File: config.mk
export PLATFORM = sky130hd
export DESIGN_NAME = ps2_cmd_ctrl
export DESIGN_NICKNAME = d
export VERILOG_FILES = /design/src/rtl/ps2_pkg.sv /design/src/rtl/ps2_timeout_cnt.sv /design/src/rtl/ps2_cmd_ctrl.sv
export SDC_FILE = /design/constraint.sdc
export NUM_CORES = 1
export LEC_CHECK = 0
export ABC_AREA = 1
export CORE_MARGIN = 2
export CORE_UTILIZATION = 40
export DETAILED_ROUTE_END_ITERATION = 12
export PLACE_DENSITY_LB_ADDON = 0.08
export SYNTH_ARGS = -nofsm -noshare
export SYNTH_HDL_FRONTEND = slang
export SYNTH_HIERARCHICAL = 1
export SYNTH_SLANG_ARGS = --single-unit
File: constraint.sdc
create_clock -name clk_sys -period 10.65 [get_ports clk_sys]
set_clock_uncertainty 0.15 [all_clocks]
set_input_delay 2.13 -clock clk_sys [delete_from_list [all_inputs] [get_ports clk_sys]]
set_output_delay 2.13 -clock clk_sys [all_outputs]
set_load 0.02 [all_outputs]
File: src/rtl/ps2_pkg.sv
// rtl/ps2_pkg.sv - PS/2 command controller states, protocol bytes and error codes
package ps2_pkg;

  typedef enum logic [3:0] {
    INIT_SEND,
    INIT_WAIT_DONE,
    INIT_WAIT_ACK,
    INIT_WAIT_BAT,
    INIT_WAIT_ID,
    INIT_EN_SEND,
    INIT_EN_WAIT_DONE,
    INIT_EN_WAIT_ACK,
    READY,
    CMD_SEND,
    CMD_WAIT_DONE,
    CMD_WAIT_ACK,
    ERROR
  } state_t;

  localparam logic [7:0] PS2_CMD_RESET  = 8'hFF;
  localparam logic [7:0] PS2_CMD_ENABLE = 8'hF4;
  localparam logic [7:0] PS2_RSP_ACK    = 8'hFA;
  localparam logic [7:0] PS2_RSP_RESEND = 8'hFE;
  localparam logic [7:0] PS2_RSP_BAT_OK = 8'hAA;

  localparam logic [1:0] ERR_NONE    = 2'd0;
  localparam logic [1:0] ERR_TIMEOUT = 2'd1;
  localparam logic [1:0] ERR_BAD_RSP = 2'd2;
  localparam logic [1:0] ERR_RETRY   = 2'd3;

  function automatic logic is_cmd_state(state_t s);
    return (s == CMD_SEND) || (s == CMD_WAIT_DONE) || (s == CMD_WAIT_ACK);
  endfunction

endpackage

File: src/rtl/ps2_timeout_cnt.sv
// rtl/ps2_timeout_cnt.sv - 32-bit wait timer with clear and loadable limit
module ps2_timeout_cnt (
  input  logic        clk,
  input  logic        rst_n,
  input  logic        clr,
  input  logic [31:0] limit,
  output logic        expired
);

  logic [31:0] cnt;

  always_ff @(posedge clk or negedge rst_n) begin
    if (!rst_n) begin
      cnt <= '0;
    end else if (clr) begin
      cnt <= '0;
    end else if (cnt != '1) begin
      cnt <= cnt + 32'd1;
    end
  end

  // The count is stale during the clear cycle, so it cannot expire then.
  assign expired = !clr && (cnt >= limit - 32'd1);

endmodule

File: src/rtl/ps2_cmd_ctrl.sv
// rtl/ps2_cmd_ctrl.sv - PS/2 device init and host command sequencer with ACK/RESEND checking
// Define PS2_CMD_RETRY_EN to resend on RESEND or ACK timeout (up to MAX_RETRY) instead of failing.
module ps2_cmd_ctrl
  import ps2_pkg::*;
#(
  parameter int ACK_TIMEOUT_CYC = 1_000_000,
  parameter int BAT_TIMEOUT_CYC = 25_000_000,
  parameter int MAX_RETRY       = 3
) (
  input  logic       clk_sys,
  input  logic       rst_n,
  output logic       tx_wr_en,
  output logic [7:0] tx_wr_data,
  input  logic       tx_wr_done,
  input  logic       rx_vld,
  input  logic [7:0] rx_data,
  input  logic       cmd_vld,
  input  logic [7:0] cmd_data,
  output logic       cmd_rdy,
  output logic       rsp_vld,
  output logic       rsp_ok,
  output logic       pkt_vld,
  output logic [7:0] pkt_data,
  output logic       init_done,
  output logic       err,
  output logic [1:0] err_code
);

  state_t      state, state_prev;
  logic [7:0]  byte_q;
  logic [31:0] limit;
  logic        tmr_clr, expired, nack, go_err;
  logic [1:0]  go_code;

  assign tmr_clr = (state != state_prev);
  assign limit   = (state == INIT_WAIT_BAT || state == INIT_WAIT_ID) ?
                   32'(BAT_TIMEOUT_CYC) : 32'(ACK_TIMEOUT_CYC);
  assign nack    = (rx_vld && rx_data == PS2_RSP_RESEND) || (!rx_vld && expired);

  ps2_timeout_cnt u_tmr (
    .clk     (clk_sys),
    .rst_n   (rst_n),
    .clr     (tmr_clr),
    .limit   (limit),
    .expired (expired)
  );

  always_ff @(posedge clk_sys or negedge rst_n) begin
    if (!rst_n) state_prev <= INIT_SEND;
    else        state_prev <= state;
  end

`ifdef PS2_CMD_RETRY_EN
  localparam int RW = (MAX_RETRY > 0) ? $clog2(MAX_RETRY + 1) : 1;
  localparam logic [RW-1:0] RETRY_LIMIT = RW'(MAX_RETRY);
  logic [RW-1:0] retry_cnt;

  always_ff @(posedge clk_sys or negedge rst_n) begin
    if (!rst_n) begin
      retry_cnt <= '0;
    end else if ((state == READY && cmd_vld) || state == INIT_WAIT_ID) begin
      retry_cnt <= '0;
    end else if (!go_err && nack && (state == INIT_WAIT_ACK || state == INIT_EN_WAIT_ACK ||
                                     state == CMD_WAIT_ACK)) begin
      retry_cnt <= retry_cnt + 1'b1;
    end
  end
`endif

  always_comb begin
    go_err  = 1'b0;
    go_code = ERR_NONE;
    case (state)
      INIT_WAIT_DONE, INIT_EN_WAIT_DONE, CMD_WAIT_DONE:
        if (!tx_wr_done && expired) begin
          go_err  = 1'b1;
          go_code = ERR_TIMEOUT;
        end
      INIT_WAIT_BAT:
        if (rx_vld ? (rx_data != PS2_RSP_BAT_OK) : expired) begin
          go_err  = 1'b1;
          go_code = rx_vld ? ERR_BAD_RSP : ERR_TIMEOUT;
        end
      INIT_WAIT_ID:
        if (!rx_vld && expired) begin
          go_err  = 1'b1;
          go_code = ERR_TIMEOUT;
        end
      INIT_WAIT_ACK, INIT_EN_WAIT_ACK, CMD_WAIT_ACK:
        if (rx_vld && state != CMD_WAIT_ACK &&
            rx_data != PS2_RSP_ACK && rx_data != PS2_RSP_RESEND) begin
          go_err  = 1'b1;
          go_code = ERR_BAD_RSP;
        end else if (nack) begin
`ifdef PS2_CMD_RETRY_EN
          if (retry_cnt == RETRY_LIMIT) begin
            go_err  = 1'b1;
            go_code = ERR_RETRY;
          end
`else
          go_err  = 1'b1;
          go_code = rx_vld ? ERR_BAD_RSP : ERR_TIMEOUT;
`endif
        end
      default: ;
    endcase
  end

  always_ff @(posedge clk_sys or negedge rst_n) begin
    if (!rst_n) begin
      state      <= INIT_SEND;
      byte_q     <= PS2_CMD_RESET;
      tx_wr_en   <= 1'b0;
      tx_wr_data <= 8'h00;
      cmd_rdy    <= 1'b0;
      rsp_vld    <= 1'b0;
      rsp_ok     <= 1'b0;
      pkt_vld    <= 1'b0;
      pkt_data   <= 8'h00;
      init_done  <= 1'b0;
      err        <= 1'b0;
      err_code   <= ERR_NONE;
    end else begin
      tx_wr_en <= 1'b0;
      rsp_vld  <= 1'b0;
      pkt_vld  <= 1'b0;
      if (go_err) begin
        state     <= ERROR;
        err       <= 1'b1;
        err_code  <= go_code;
        cmd_rdy   <= 1'b0;
        init_done <= 1'b0;
        if (is_cmd_state(state)) begin
          rsp_vld <= 1'b1;
          rsp_ok  <= 1'b0;
        end
      end else begin
        case (state)
          INIT_SEND, INIT_EN_SEND, CMD_SEND: begin
            tx_wr_en   <= 1'b1;
            tx_wr_data <= byte_q;
            case (state)
              INIT_SEND:    state <= INIT_WAIT_DONE;
              INIT_EN_SEND: state <= INIT_EN_WAIT_DONE;
              default:      state <= CMD_WAIT_DONE;
            endcase
          end
          INIT_WAIT_DONE:    if (tx_wr_done) state <= INIT_WAIT_ACK;
          INIT_EN_WAIT_DONE: if (tx_wr_done) state <= INIT_EN_WAIT_ACK;
          CMD_WAIT_DONE:     if (tx_wr_done) state <= CMD_WAIT_ACK;
          INIT_WAIT_BAT:     if (rx_vld) state <= INIT_WAIT_ID;
          INIT_WAIT_ID:
            if (rx_vld) begin
              state  <= INIT_EN_SEND;
              byte_q <= PS2_CMD_ENABLE;
            end
          INIT_WAIT_ACK, INIT_EN_WAIT_ACK, CMD_WAIT_ACK:
            if (rx_vld && rx_data == PS2_RSP_ACK) begin
              if (state == INIT_WAIT_ACK) begin
                state <= INIT_WAIT_BAT;
              end else begin
                state     <= READY;
                init_done <= 1'b1;
                cmd_rdy   <= 1'b1;
                if (state == CMD_WAIT_ACK) begin
                  rsp_vld <= 1'b1;
                  rsp_ok  <= 1'b1;
                end
              end
            end else if (nack) begin
              // Only reachable with retries enabled; resend the same byte.
              case (state)
                INIT_WAIT_ACK:    state <= INIT_SEND;
                INIT_EN_WAIT_ACK: state <= INIT_EN_SEND;
                default:          state <= CMD_SEND;
              endcase
            end else if (rx_vld) begin
              pkt_vld  <= 1'b1;
              pkt_data <= rx_data;
            end
          READY: begin
            if (rx_vld) begin
              pkt_vld  <= 1'b1;
              pkt_data <= rx_data;
            end
            if (cmd_vld && cmd_rdy) begin
              byte_q  <= cmd_data;
              cmd_rdy <= 1'b0;
              state   <= CMD_SEND;
            end
          end
          default: ;
        endcase
      end
    end
  end

endmodule
==> reports/results.txt, run 1 <==
Static leakage - 3.48 nW
Crit start category - flop
Yosys top cell by area - dfrtp_1
Flip-flop and latch area - 1840 um2
DR top layer - met4
DRT Pass-1 Iters - 4
YS warnings - 6
Synth Area per Inst - 7.04 um2
Synth-to-layout area growth - 19.9%
Critical Path RT - 10.74 ns
FILL cells - 1479
Hold Violations, Final - 0
Period Utilization, post-route - 0.407
Critical-path maximum fanout - 22
Final setup fails - 0
Cells after Synth - 821
Adder and majority cell fraction of the synthesized area - 0.0736
Final critical-path required period - 4.33 ns
TritonCTS clock tree - done
Largest net degree at the start of global routing - 74
Fraction of layout cells with a size suffix above 1 - 0.114
CORE AREA - 14000 um2
Antenna Cells - 0
Hold_buf cts - 0
Post-CTS setup buffers - 0
Worst rel slew slack - 0.292
Cell Pwr Density - 184 nW/um2
Peak VDD IR - 0.169 mV
Critical path arrival - 4.42 ns
Die width - 124 um
Global-route usage over all layers - 0.189
Layout Nets - 983
Synth unique cells - 48
First-pass GRT wire length - 23700 um
Total number of vias - 5186
Starting DRT DRC Count - 242
Routability Congestion - 0.941
Min-delay worst type - flop to flop
Antenna violations before repair - 0
I/O pin count - 46
Worst-Skew Late Latency - 0.35 ns
Die area - 15400 um2
Root Driver - clkbuf_16
# resized after CTS - 0
R2R setup slack - 6.32 ns
Status - completed
# port buffers - 45
Vias per cell - 4.66
Xor/xnor cell area share of the yosys netlist - 0.0485
Setup TNS - 0 ns
RSZ-0062 raised after global routing - no
WHS - 0.321 ns
Yosys top cell area share - 0.281
Main combinational cell family by area after synthesis - simple AND/OR/NAND/NOR gates
Vias in the first global route - 4876
Sequential cell area fraction in the yosys report - 0.318
Routed wire per std cell - 12.8 um
Crit end category - flop
Clock sinks - 73
H-tree Lvls - 3
Max_cap viols - 0
CP Class - flop to flop
Synth area leaders - dfrtp_1 (28%), nand2_1 (15%), nor2_1 (7.7%)
Synth Area in Compound Gates - 0.0651
Post-synth EDFFs - 0
Power Total - 1.27 mW
Met1 WL - 6730 um
Max-slew violations - 0
Clk buf depth - 2
Ys async rst share - 1.00
Starting density of the core - 0.413
Footprint of the multi-input gates - 3730 um2
Post-DP HPWL - 11100 um
Total global routing overflow - 0
DR DRC count - 0
WL final - 14200 um
Finished Layout Cells - 1113
Clock-pin slew on the worst setup and hold paths - 0.06 ns
Yosys reg bits - 73
Met3 WL - 496 um
Proportion of synthesized area in mux cells - 0.00584
Die height - 124 um
# rows - 43
Fmax - 231 MHz
Mapped cell area - 5780 um2
Inserted Clock Buffers - 9
Metal2 WL - 6690 um
Placed cells - 1097
Antenna viol nets, final - 0
Synth Area in Simple Gates - 0.410
Most used DFF post-synth - dfrtp_1
Layout Utilization - 0.496
Least-Margin Pin Slew - 1.06 ns
path summary, 6_finish.rpt:
kind | startpoint | endpoint | cells after the start
worst max-delay path | state[3] | pkt_data[6] | 26
worst min-delay path | err | err | 1
worst max register to register | state[3] | pkt_data[6] | 26
worst min register to register | err | err | 1
max in group asynchronous | rst_n | u_tmr/cnt[4] | 1
min in group asynchronous | rst_n | pkt_data[6] | 1
kinds of logic (layout without fill, tap and decap cells):
group,Yosys count,after routing
and+or+nand+nor,505,505
buffers and inverters,109,158
DFF,73,73
AOI/OAI and AO/OA,63,63
adders and majority gates,34,34
xor gates and xnor gates,32,32
muxes,3,3
other,2,65
critical path, stage by stage (launching register included):
cell     delay, ns
dfrtp_1       0.51
nor2_2        0.35
nand2_1       0.09
nand2_1       0.61
inv_1         0.36
xnor2_1       0.25
ha_1          0.26
nand2_1       0.07
nand2_1       0.04
nand2_1       0.05
nand2_1       0.04
nand2_1       0.05
nand2_1       0.04
nor2_1        0.08
nand2_1       0.09
nand2_1       0.07
a21oi_1       0.05
inv_1         0.08
nor2_1        0.06
inv_1         0.11
nand3_1       0.08
nor2_1        0.10
nand2_1       0.09
nand2_4       0.14
nand3_2       0.20
nand2_1       0.11
nand2_1       0.06
metrics by stage:
step / worst slack, ns / cell area, um2
after global placement: 6.43 / 6610
after global routing: 5.83 / 6940
final: 6.32 / 6940
after floorplan: 7.03 / 6020
after detailed placement: 6.30 / 6610
after CTS: 6.27 / 6940
state kept, by name, summed over array words and instances (netlist names):
name	count
tx_wr_data	8
rsp_ok	1
tx_wr_en	1
cmd_rdy	1
u_tmr/cnt	32
err	1
state_prev	4
pkt_data	8
rsp_vld	1
err_code	2
pkt_vld	1
state	4
byte_q	8
init_done	1
cell usage after synthesis (10+ instances only):
| library cell | n |
|---|---|
| nand3_2 | 10 |
| ha_1 | 34 |
| nand2_1 | 227 |
| inv_1 | 79 |
| xnor2_1 | 17 |
| a21oi_1 | 20 |
| dfrtp_1 | 65 |
| inv_2 | 14 |
| o21ai_0 | 14 |
| xor2_1 | 15 |
| nor3_1 | 14 |
| nor2_1 | 118 |
| nand3_1 | 76 |
layer usage:
| layer | vias to the layer above | GRT usage |
|---|---|---|
| met5 | - | 0 |
| met4 | 0 | 0.0747 |
| met2 | 79 | 0.313 |
| li1 | 2782 | - |
| met1 | 2305 | 0.245 |
| met3 | 20 | 0.0336 |
placed cells by master (no fill, tap or decap), drive strengths merged, types with 2 or more instances in the layout:
| cell type | synthesis | routed |
|---|---|---|
| a21o | 8 | 8 |
| or2 | 8 | 8 |
| ha | 34 | 34 |
| bufinv | 0 | 2 |
| o21a | 3 | 3 |
| dfstp | 8 | 8 |
| clkinv | 3 | 6 |
| nand4 | 8 | 8 |
| mux2 | 3 | 3 |
| xnor2 | 17 | 17 |
| a31oi | 5 | 5 |
| nand3 | 89 | 89 |
| conb | 2 | 65 |
| nor3 | 20 | 20 |
| xor2 | 15 | 15 |
| o21ai | 23 | 23 |
| a21oi | 20 | 20 |
| inv | 94 | 96 |
| nor2 | 134 | 134 |
| o31ai | 2 | 2 |
| clkdlybuf4s50 | 0 | 44 |
| dfrtp | 65 | 65 |
| nand3b | 3 | 3 |
| nand2 | 242 | 242 |
| clkbuf | 2 | 9 |
report_power, final:
group	total, mW	internal, mW	leakage (nW)	switching, mW
Sequential	0.405	0.356	0.922	0.0483
Combinational	0.530	0.195	2.39	0.335
Clock	0.340	0.208	0.162	0.132
Total	1.27	0.760	3.48	0.515
area by class of cell:
| class | count | area share |
|---|---|---|
| multi-input cells | 702 | 0.538 |
| flip-flops and latches | 73 | 0.265 |
| repair buffers | 45 | 0.0646 |
| inverters | 97 | 0.0530 |
| clock buffers | 9 | 0.0325 |
| well taps | 180 | 0.0325 |
| clock inverters | 7 | 0.0148 |
Note: power is estimated with default switching activity, not from simulation.
==> run 2, diff against run 1 <==
==> constraint.sdc (replaced) <==
create_clock -name clk_sys -period 4.05 [get_ports clk_sys]
set_clock_uncertainty 0.15 [all_clocks]
set_input_delay 0.81 -clock clk_sys [delete_from_list [all_inputs] [get_ports clk_sys]]
set_output_delay 0.81 -clock clk_sys [all_outputs]
set_load 0.02 [all_outputs]
==> run 2 against run 1 <==
Effect of this change: via count up 0.27%; sequential share of layout area decreased by 0.26 points; die area did not move; sequential power increased to 2.6 times the previous value; critical path depth is 1 higher; first-iteration DRC count grew 12%; register-to-register slack worse by 5.9 ns; global-route usage rose by 0.62 points; wire length grew 0.86%; combinational power increased to 2.8 times the previous value; non-clock buffer count increased by 7; clock-buffer cell count increased by 2; critical path type unchanged; highest routed layer unchanged.
==> reports/results.txt, run 2 (synthesized netlist as in run 1, its figures left out) <==
Fraction of layout cells with a size suffix above 1 - 0.120
Finished Layout Cells - 1119
Root Driver - clkbuf_16
Antenna violations before repair - 0
FILL cells - 1407
# rows - 43
Max FFs per register - 32
WHS - 0.321 ns
Synth-to-layout area growth - 21.1%
Global-route usage over all layers - 0.195
Hold Violations, Final - 0
Area after DPL - 6670 um2
Worst setup margin - 0.428 ns
Die width - 124 um
Peak VDD IR - 0.372 mV
H-tree Lvls - 3
Max_cap viols - 0
Critical path arrival - 3.71 ns
Pre-CTS setup slack - 0.314 ns
Antenna viol nets, final - 0
Worst-Skew Late Latency - 0.34 ns
Total number of vias - 5200
Cell Pwr Density - 484 nW/um2
CORE AREA - 14000 um2
Crit start category - flop
Least-Margin Pin Slew - 0.930 ns
Vias in the first global route - 5025
Layout Nets - 990
Status - completed
Layout Utilization - 0.501
Routability Congestion - 0.926
Hold Startpoint - err_code[0]
# port buffers - 45
Setup TNS - 0 ns
Footprint of the multi-input gates - 3730 um2
CP Class - flop to flop
Post-route cell area - 7000 um2
Worst rel slew slack - 0.380
Starting density of the core - 0.413
Post-CTS setup buffers - 0
Placed cells - 1104
R2R setup slack - 0.43 ns
DRT Pass-1 Iters - 5
Vias per cell - 4.65
Crit end category - flop
Total global routing overflow - 0
Die height - 124 um
Largest net degree at the start of global routing - 74
Post-DP HPWL - 11400 um
Fmax - 276 MHz
Final setup fails - 0
Worst reg2reg path startpoint - state[2]
# resized after CTS - 0
Starting DRT DRC Count - 271
Max-slew violations - 0
Final critical-path required period - 3.62 ns
Top reg by flops - u_tmr/cnt
TritonCTS clock tree - done
Clk buf depth - 2
Worst setup path start - state[2]
Hold_buf cts - 0
I/O pin count - 46
Die area - 15400 um2
Most frequent cells in the layout - nand2_1 (226), nor2_1 (118), inv_1 (79)
RSZ-0062 raised after global routing - no
Power Total - 3.39 mW
DR DRC count - 0
First-pass GRT wire length - 24500 um
Clock-pin slew on the worst setup and hold paths - 0.06 ns
Flip-flop and latch area - 1840 um2
Inserted Clock Buffers - 9
Clock sinks - 73
WL final - 14400 um
Critical-path maximum fanout - 14
Antenna Cells - 0
Period Utilization, post-route - 0.894
Critical Path RT - 4.14 ns
Most common cell after layout, fill and taps aside - nand2_1
Static leakage - 3.51 nW
Min-delay worst type - flop to flop
Routed wire per std cell - 12.8 um
==> run 2: report_power, final <==
part / internal, mW / switching, mW
clock network: 0.570 / 0.312
logic: 0.557 / 0.905
registers: 0.938 / 0.110
==> run 2: final cells by class <==
type / count / share of cell area
inverter: 97 / 0.0525
clock inverter: 4 / 0.0109
multi-input combinational: 702 / 0.533
clock buffer: 11 / 0.0361
sequential: 73 / 0.262
tap: 180 / 0.0322
timing repair buffer: 52 / 0.0732
==> run 2: worst paths after layout <==
check	end	cells after the start
max	state[0]	27
max reg2reg	state[0]	27
min in group asynchronous	pkt_data[6]	1
min	err_code[0]	2
min reg2reg	err_code[0]	2
max in group asynchronous	u_tmr/cnt[12]	1
==> run 2: worst max-delay path, stage by stage (launching register included) <==
cell	delay, ns
dfrtp_1	0.49
inv_2	0.12
nor2_4	0.14
nand2_1	0.13
nand2_2	0.21
inv_1	0.10
xor2_1	0.16
inv_1	0.06
ha_1	0.27
nand2_1	0.05
nor2_1	0.12
nand2_1	0.09
nor2_1	0.11
nor2_1	0.05
nand2_1	0.09
nand2_1	0.06
a21oi_1	0.13
inv_1	0.07
nor2_1	0.16
inv_1	0.10
nand2_1	0.08
inv_1	0.05
nand2_1	0.06
nand2_2	0.10
nand2_4	0.13
inv_4	0.09
nand3_1	0.09
nand2_1	0.06
==> run 2: per-layer routing <==
| metal | routed length, um | global-route usage | up-vias |
|---|---|---|---|
| met5 | 0 | 0 | - |
| met4 | 330 | 0.0707 | 0 |
| met3 | 577 | 0.0314 | 23 |
| met2 | 6620 | 0.318 | 92 |
| met1 | 6840 | 0.262 | 2298 |
| li1 | - | - | 2787 |
==> run 3, diff against run 2 <==
--- a/config.mk
+++ b/config.mk
@@ -10,6 +10,7 @@
 export CORE_UTILIZATION = 40
 export DETAILED_ROUTE_END_ITERATION = 12
 export PLACE_DENSITY_LB_ADDON = 0.08
+export SLEW_MARGIN = 25
 export SYNTH_ARGS = -nofsm -noshare
 export SYNTH_HDL_FRONTEND = slang
 export SYNTH_HIERARCHICAL = 1
==> run 3 against run 2 <==
Effect of this change: via count about the same; design area about the same; highest routed layer unchanged; utilization is essentially flat; critical path type unchanged; die area unchanged; largest cell class unchanged.
==> reports/results.txt, run 3 (synthesized netlist as in run 1, its figures left out) <==
Fraction of layout cells with a size suffix above 1 - 0.120
Flip-flop and latch area - 1840 um2
DRT Pass-1 Iters - 5
Clock sinks - 73
# port buffers - 45
Critical-path maximum fanout - 14
Period Utilization, post-route - 0.894
Max_cap viols - 0
Setup TNS - 0 ns
Status - completed
Sink of the worst hold path - err_code[0]
CP Class - flop to flop
Post-CTS setup buffers - 0
Die width - 124 um
Worst rel slew slack - 0.553
Area after DPL - 6670 um2
Fmax - 276 MHz
Routability Congestion - 0.926
Largest net degree at the start of global routing - 74
Clk pwr share - 0.260
Total number of vias - 5195
WL final - 14400 um
Final critical-path required period - 3.62 ns
First-pass GRT wire length - 24500 um
Worst reg2reg path startpoint - state[2]
Cell-internal power - 2.07 mW
Synth-to-layout area growth - 21.2%
Footprint of the multi-input gates - 3730 um2
Antenna Cells - 0
Combinational power share - 0.431
Global-route usage over all layers - 0.195
I/O pin count - 46
Hold Startpoint - err_code[0]
Crit start category - flop
Least-Margin Pin Slew - 0.671 ns
Max FFs per register - 32
Most frequent cells in the layout - nand2_1 (226), nor2_1 (118), inv_1 (79)
R2R setup slack - 0.43 ns
Seq pwr share - 0.309
Cell Pwr Density - 484 nW/um2
Total global routing overflow - 0
Crit end category - flop
Crit-path slowest cell - dfrtp_1
Hold Violations, Final - 0
Net Switching - 1.33 mW
Vias in the first global route - 5025
Critical Path RT - 4.14 ns
RSZ-0062 raised after global routing - no
Finished Layout Cells - 1119
TritonCTS clock tree - done
Post-DP HPWL - 11400 um
Die area - 15400 um2
# rows - 43
CP dominant cell by count - nand2_1
Post-route cell area - 7010 um2
FILL cells - 1407
Critical path arrival - 3.71 ns
Antenna violations before repair - 0
Root Driver - clkbuf_16
Clock-pin slew on the worst setup and hold paths - 0.06 ns
Routed wire per std cell - 12.8 um
Most common cell after layout, fill and taps aside - nand2_1
Final setup fails - 0
Hold_buf cts - 0
Inserted Clock Buffers - 9
Placed cells - 1104
Reg-to-reg endpoint - state[0]
H-tree Lvls - 3
Top reg by flops - u_tmr/cnt
Static leakage - 3.51 nW
Die height - 124 um
Max incr delay on CP - 0.49 ns
Reg2Reg Depth - 27
Sw Ratio - 0.391
Worst-Skew Late Latency - 0.34 ns
Clk buf depth - 2
Antenna viol nets, final - 0
Min-delay worst type - flop to flop
DR DRC count - 0
Starting DRT DRC Count - 271
Power Total - 3.39 mW
Peak VDD IR - 0.372 mV
Vias per cell - 4.64
Layout Nets - 990
Max-slew violations - 0
Starting density of the core - 0.413
CORE AREA - 14000 um2
Hold depth - 2
==> run 3: area by class of cell <==
| type | count | share of cell area |
|---|---|---|
| inverter | 97 | 0.0525 |
| sequential | 73 | 0.262 |
| tap | 180 | 0.0321 |
| clock buffer | 11 | 0.0361 |
| clock inverter | 4 | 0.0109 |
| timing repair buffer | 52 | 0.0737 |
| multi-input combinational | 702 | 0.533 |
==> run 3: critical path: cells and delay by family, from the launching register on <==
family          cells  cell delay (ns)
flops               1             0.49
buf+inv             7             0.59
xor+xnor            1             0.16
fa+ha+maj           1             0.27
compound gates      1             0.13
simple gates       17             1.73
==> run 3: stage by stage <==
| step | util | hold slack [ns] | worst slack [ns] |
|---|---|---|---|
| floorplan | - | 0.205 | 0.428 |
| global placement | 0.477 | 0.301 | 0.404 |
| detailed placement | 0.477 | 0.302 | 0.314 |
| CTS | 0.501 | 0.324 | 0.308 |
| global route | 0.501 | 0.338 | 0.0256 |
| finish | 0.501 | 0.321 | 0.428 |
==> run 3: routing by layer <==
| metal | vias to the layer above | wire [um] | track usage |
|---|---|---|---|
| met5 | - | 0 | 0 |
| met4 | 0 | 330 | 0.0707 |
| met3 | 23 | 563 | 0.0314 |
| met2 | 92 | 6610 | 0.318 |
| met1 | 2293 | 6870 | 0.262 |
| li1 | 2787 | - | - |
==> run 3: worst max-delay path by stage <==
stage / from / slack [ns] / to / cells after the start
4_1_cts: state[2] / 0.31 / state[0] / 27
5_1_grt: state[2] / 0.03 / state[0] / 27
2_1_floorplan: state[3] / 0.43 / init_done / 27
6_report: state[2] / 0.43 / state[0] / 27
3_3_place_gp: state[2] / 0.40 / pkt_data[7] / 27
3_5_place_dp: state[2] / 0.31 / state[0] / 27
==> run 3: repair_timing <==
item | 4_1_cts | 5_1_grt
gates resized for setup | 0 | 1
endpoints found under the hold margin | 0 | 0
setup endpoints to repair | 0 | 16
==> run 3: power by group through the flow <==
stage / clock network (mW) / registers (mW) / logic (mW)
floorplan: 0 / 1.16 / 0.913
global placement: 0 / 1.06 / 1.47
detailed placement: 0 / 1.06 / 1.47
CTS: 0.902 / 1.05 / 1.47
global route: 0.939 / 1.07 / 1.63
finish: 0.882 / 1.05 / 1.46
